--- src/rtl/dvi_tx_pkg.sv ---
// dvi_tx_pkg: TMDS symbol constants and shared encoding helpers for the DVI transmitter
package dvi_tx_pkg;
   typedef logic [9:0] tmds_sym_t;
   localparam tmds_sym_t CTRL_00     = 10'b1101010100;
   localparam tmds_sym_t CTRL_01     = 10'b0010101011;
   localparam tmds_sym_t CTRL_10     = 10'b0101010100;
   localparam tmds_sym_t CTRL_11     = 10'b1010101011;
   localparam tmds_sym_t CLK_PATTERN = 10'b1111100000;
   localparam tmds_sym_t SYM_RESET   = CTRL_00;

   function automatic logic [3:0] ones8(input logic [7:0] d);
      logic [3:0] n;
      n = '0;
      for (int i = 0; i < 8; i++) n = n + {3'b000, d[i]};
      return n;
   endfunction

   // Transition-minimising stage: XNOR chain when the byte is ones-heavy
   function automatic logic [8:0] tmds_qm(input logic [7:0] d);
      logic       xnr;
      logic [8:0] q;
      xnr  = ones8(d) > 4'd4 || (ones8(d) == 4'd4 && !d[0]);
      q[0] = d[0];
      for (int i = 1; i < 8; i++) q[i] = xnr ? ~(q[i-1] ^ d[i]) : q[i-1] ^ d[i];
      q[8] = ~xnr;
      return q;
   endfunction

   function automatic tmds_sym_t ctrl_sym(input logic c1, input logic c0);
      return c1 ? (c0 ? CTRL_11 : CTRL_10) : (c0 ? CTRL_01 : CTRL_00);
   endfunction
endpackage

--- src/rtl/dvi_tx_encoder_tmds.sv ---
// tmds_encoder: two-stage TMDS 8b/10b channel encoder with running disparity
module tmds_encoder
   import dvi_tx_pkg::*;
(
   input  logic       clk,
   input  logic       rst_n,
   input  logic       de,
   input  logic       c0,
   input  logic       c1,
   input  logic [7:0] d,
   output logic [9:0] q
);
   logic [8:0] qm_r;
   logic       de_r;
   logic [1:0] c_r;
   logic [4:0] cnt, cnt_n, diff;
   logic [3:0] n1;
   logic       case_a, case_b;
   tmds_sym_t  sym;

   // diff = n1 - n0 as 5-bit two's complement; cnt lives in the same modulus
   always_comb begin
      n1     = ones8(qm_r[7:0]);
      diff   = {n1, 1'b0} - 5'd8;
      case_a = cnt == 5'd0 || n1 == 4'd4;
      case_b = cnt[4] == diff[4];
      sym    = !de_r  ? ctrl_sym(c_r[1], c_r[0]) :
               case_a ? {~qm_r[8], qm_r[8], qm_r[8] ? qm_r[7:0] : ~qm_r[7:0]} :
               case_b ? {1'b1, qm_r[8], ~qm_r[7:0]} :
                        {1'b0, qm_r[8], qm_r[7:0]};
      cnt_n  = !de_r  ? 5'd0 :
               case_a ? (qm_r[8] ? cnt + diff : cnt - diff) :
               case_b ? cnt + {3'b000, qm_r[8], 1'b0} - diff :
                        cnt - {3'b000, ~qm_r[8], 1'b0} + diff;
   end

   always_ff @(posedge clk or negedge rst_n) begin
      if (!rst_n) begin
         qm_r <= '0;
         de_r <= 1'b0;
         c_r  <= 2'b00;
         cnt  <= '0;
         q    <= SYM_RESET;
      end else begin
         qm_r <= tmds_qm(d);
         de_r <= de;
         c_r  <= {c1, c0};
         cnt  <= cnt_n;
         q    <= sym;
      end
   end
endmodule

--- src/rtl/dvi_tx_encoder.sv ---
// dvi_tx_encoder: pixel-rate TMDS encoding of RGB/sync/DE into three channel symbols plus clock word
module dvi_tx_encoder
   import dvi_tx_pkg::*;
(
   input  logic       I_rgb_clk,
   input  logic       I_rst_n,
   input  logic       I_rgb_vs,
   input  logic       I_rgb_hs,
   input  logic       I_rgb_de,
   input  logic [7:0] I_rgb_r,
   input  logic [7:0] I_rgb_g,
   input  logic [7:0] I_rgb_b,
   output logic [9:0] O_tmds_b,
   output logic [9:0] O_tmds_g,
   output logic [9:0] O_tmds_r,
   output logic [9:0] O_tmds_clk
);
   assign O_tmds_clk = CLK_PATTERN;

   tmds_encoder u_enc_b (
      .clk(I_rgb_clk), .rst_n(I_rst_n), .de(I_rgb_de),
      .c0(I_rgb_hs), .c1(I_rgb_vs), .d(I_rgb_b), .q(O_tmds_b)
   );
   tmds_encoder u_enc_g (
      .clk(I_rgb_clk), .rst_n(I_rst_n), .de(I_rgb_de),
      .c0(1'b0), .c1(1'b0), .d(I_rgb_g), .q(O_tmds_g)
   );
   tmds_encoder u_enc_r (
      .clk(I_rgb_clk), .rst_n(I_rst_n), .de(I_rgb_de),
      .c0(1'b0), .c1(1'b0), .d(I_rgb_r), .q(O_tmds_r)
   );
endmodule

--- config.mk ---
export PLATFORM = sky130hd
export DESIGN_NAME = dvi_tx_encoder
export DESIGN_NICKNAME = d
export VERILOG_FILES = /design/src/rtl/dvi_tx_pkg.sv /design/src/rtl/dvi_tx_encoder_tmds.sv /design/src/rtl/dvi_tx_encoder.sv
export SDC_FILE = /design/constraint.sdc
export NUM_CORES = 1
export LEC_CHECK = 0
export ABC_AREA = 1
export CORE_MARGIN = 5
export CORE_UTILIZATION = 53
export CTS_BUF_LIST = sky130_fd_sc_hd__clkbuf_2
export DETAILED_ROUTE_END_ITERATION = 8
export MAX_ROUTING_LAYER = met4
export PLACE_DENSITY = 0.79
export SYNTH_ARGS = -nofsm -noshare
export SYNTH_HDL_FRONTEND = slang
export SYNTH_SLANG_ARGS = --single-unit
--- constraint.sdc ---
create_clock -name I_rgb_clk -period 4.1 [get_ports I_rgb_clk]
set_input_delay 0.82 -clock I_rgb_clk [delete_from_list [all_inputs] [get_ports I_rgb_clk]]
set_output_delay 0.82 -clock I_rgb_clk [all_outputs]
set_load 0.02 [all_outputs]
==> reports/qor.yml <==
critical_path:
  cp_max_fo: 3
  slowest_delay_ns: 0.53
  crit_family: "adder cells"
  crit_required_ns: 4.56
  cp.arrival_ns: 4.64
  crit_slowest_cell: "fa_1"
  startpoint_type: "register"
  crit_buf_inv: 4
  worstSetupPathType: "register to register"
  end_kind: "register"
  path_cells: "ha_4, inv_2, fa_1, fa_1, fa_2, inv_2, fa_2, inv_2, ha_4, nor2_2, xor2_1, ha_1, a21oi_1, nand2_1, inv_1, nand2_2, nand3_2, nand2_1, nor2_1, nor2_1"
  crit_path_frequent_cell: "inv_2"
floorplanning:
  die_y_microns: 116
  die_x_microns: 116
  top_level_ports: 69
  rows: 38
  core_area_sq_um: 10900
  initial_core_util: 0.545
  die_area_sq_um: 13500
finish:
  nets: 964
  regArea_sq_um: 1820
  postLayoutCoreUtil: 0.694
  num-fill-cells: 804
  layout-drive-gt1-share: 0.225
  multi_input_comb_area_sq_um: 3840
  area_delta_synth_final_pct: 27.2
yosys:
  synth-simple-area-share: 0.208
  synth_top_area_frac: 0.239
  synth_top_family_by_area: "adder cells"
  post-synth-top-area-cell: "dfrtp_1"
  synthCells: 728
  synthMostInstantiatedCell: "nand2_1"
  synth.area.top_cells: "dfrtp_1 24%, fa_1 13%, ha_1 13%, nand2_1 12%, inv_1 9.1%"
  synth-xor-area-share: 0.0531
  ys_seq_elements: 72
  synthAdderAreaFrac: 0.257
  synth_edf_count: 0
  synth-compound-area-share: 0.0539
  synthDistinctLibCells: 31
  synth_warnings: 0
  ys_dominant_reg_cell: "dfrtp_1"
  yosysSeqAreaShare: 0.305
  ys_top_cells_by_count: "184 x nand2_1, 145 x inv_1, 60 x ha_1"
  postSynth.asyncResetShare: 1.00
  synth_mux_area_frac: 0
  syn_area_sq_um: 5960
  avgSynthCellArea_sq_um: 8.19
timing:
  slew_headroom: 0.591
  period_minus_slack_ns: 4.18
  max_freq_mhz: 240
  hold_violations: 0
  worst_pin_slew_ns: 0.614
  post-route-period-util: 1.02
  rsz0062_at_grt: "true"
  layout_setup_ws_ns: -0.0752
  report.final.slew_viol_count: 0
  finClkSkew_ns: 0.0246
  finalSetupViolations: 3
run:
  maxCapViolations: 0
clocking:
  clkSlewWorstSetupHoldPaths_ns: 0.21
  clock_latency_ns: 0.55
  numCtsBuffers: 9
  tritoncts: "done"
  htree_levels: 3
  cts_sinks: 72
  clockRootBuffer: "clkbuf_2"
  cts_buffer_depth: 2
placed_design:
  hpwl_microns: 9880
  io_buffers: 58
  gp_congestion: 0.889
routing:
  drtIter0Drc: 234
  vias_per_cell: 4.99
  wirelength_microns: 13500
  vias: 4902
  ant_nets: 0
  drt-pass1-iter-count: 5
  wl_per_cell_microns: 13.8
  remaining_drc_errors: 0
global_route:
  grt_max_degree: 52
  track_usage: 0.204
  grt_pass1_vias: 4874
  grt-ovfl-total: 0
  antenna_found_initial: 1
  grt_pass1_wl_microns: 21500
status:
  status: "finished with violations"
  violations: "setup timing"
hold_path:
  hold_path.class: "input pin to async pin"
-- per-layer routing --
layer	vias to the layer above	part of all wire	wire length (microns)	global-route usage
met5	-	0	0	-
met4	0	0.023	310	0.0673
li1	2389	-	-	-
met3	31	0.040	538	0.0292
met2	133	0.54	7240	0.348
met1	2349	0.40	5430	0.250
-- metrics by stage --
stage / worst slack, ns / area (sq um) / TNS (ns) / std cells / hold WS [ns]
floorplan: 0.0860 / 5990 / 0 / 736 / 0.469
global placement: -0.126 / 6840 / -0.502 / 945 / 0.497
detailed placement: -0.274 / 6840 / -2.12 / 945 / 0.506
CTS: 0.000228 / 7050 / 0 / 965 / 0.203
global route: -0.264 / 7580 / -1.21 / 982 / 0.223
finish: -0.0752 / 7580 / -0.185 / 982 / 0.203
-- final timing paths --
kind                            cells past startpoint  slack (ns)              to             from
worst max-delay path                               20       -0.08  u_enc_r.cnt[4]  u_enc_r.qm_r[0]
worst min-delay path                                1        0.20  u_enc_b.cnt[1]          I_rst_n
worst max register to register                     20       -0.08  u_enc_r.cnt[4]  u_enc_r.qm_r[0]
worst min register to register                      2        0.53    u_enc_g.q[4]  u_enc_g.qm_r[4]
max in group asynchronous                           2        2.88    u_enc_b.q[1]          I_rst_n
min in group I_rgb_clk                              2        0.53    u_enc_g.q[4]  u_enc_g.qm_r[4]
-- sequential cells by signal (all words and copies together) (netlist names), 2 cells and up --
register,count
u_enc_r.q,10
u_enc_g.cnt,4
u_enc_r.qm_r,9
u_enc_r.cnt,4
u_enc_b.cnt,4
u_enc_g.qm_r,9
u_enc_b.q,10
u_enc_b.c_r,2
u_enc_b.qm_r,9
u_enc_g.q,10
-- cell type report --
| class | count | share of cell area |
|---|---|---|
| clock buffers | 9 | 0.00594 |
| repair buffers | 106 | 0.131 |
| well taps | 140 | 0.0231 |
| inverters | 162 | 0.0808 |
| clock inverters | 7 | 0.0124 |
| flip-flops and latches | 72 | 0.240 |
| multi-input cells | 485 | 0.506 |
| diodes | 1 | 0.000330 |
-- cell usage in the layout (no fill, tap or decap), types with 4 or more instances in the layout --
cell	count
buf_6	4
ha_1	43
dfrtp_1	57
o21ai_1	5
o21ai_0	7
dfstp_2	15
inv_2	31
xnor2_1	5
conb_1	10
a21oi_2	10
a21oi_1	15
nand2_2	6
nand3b_1	10
inv_1	129
or2_1	6
nand2_1	180
nor2_1	36
fa_1	24
fa_2	15
clkbuf_2	9
buf_4	41
clkdlybuf4s50_1	57
o21ai_4	5
ha_4	16
xor2_1	23
nand3_1	39
nand3_2	4
-- what timing repair did --
action,4_1_cts,5_1_grt
cloned,0,1
endpoints found under the setup margin,7,36
buffers inserted,4,16
pin swaps,7,48
hold buffers,0,0
resized for setup,14,84
-- cell families (layout without fill, tap and decap cells) --
kind of cell	Yosys count	after routing
AOI/OAI and AO/OA	52	52
xor gates and xnor gates	33	33
adders and majority gates	99	99
buffers and inverters	179	284
DFF	72	72
other	2	11
and+or+nand+nor	291	291
Power is not shown: default switching activity piles up to over one toggle a cycle in this logic, so the estimate is an artifact.
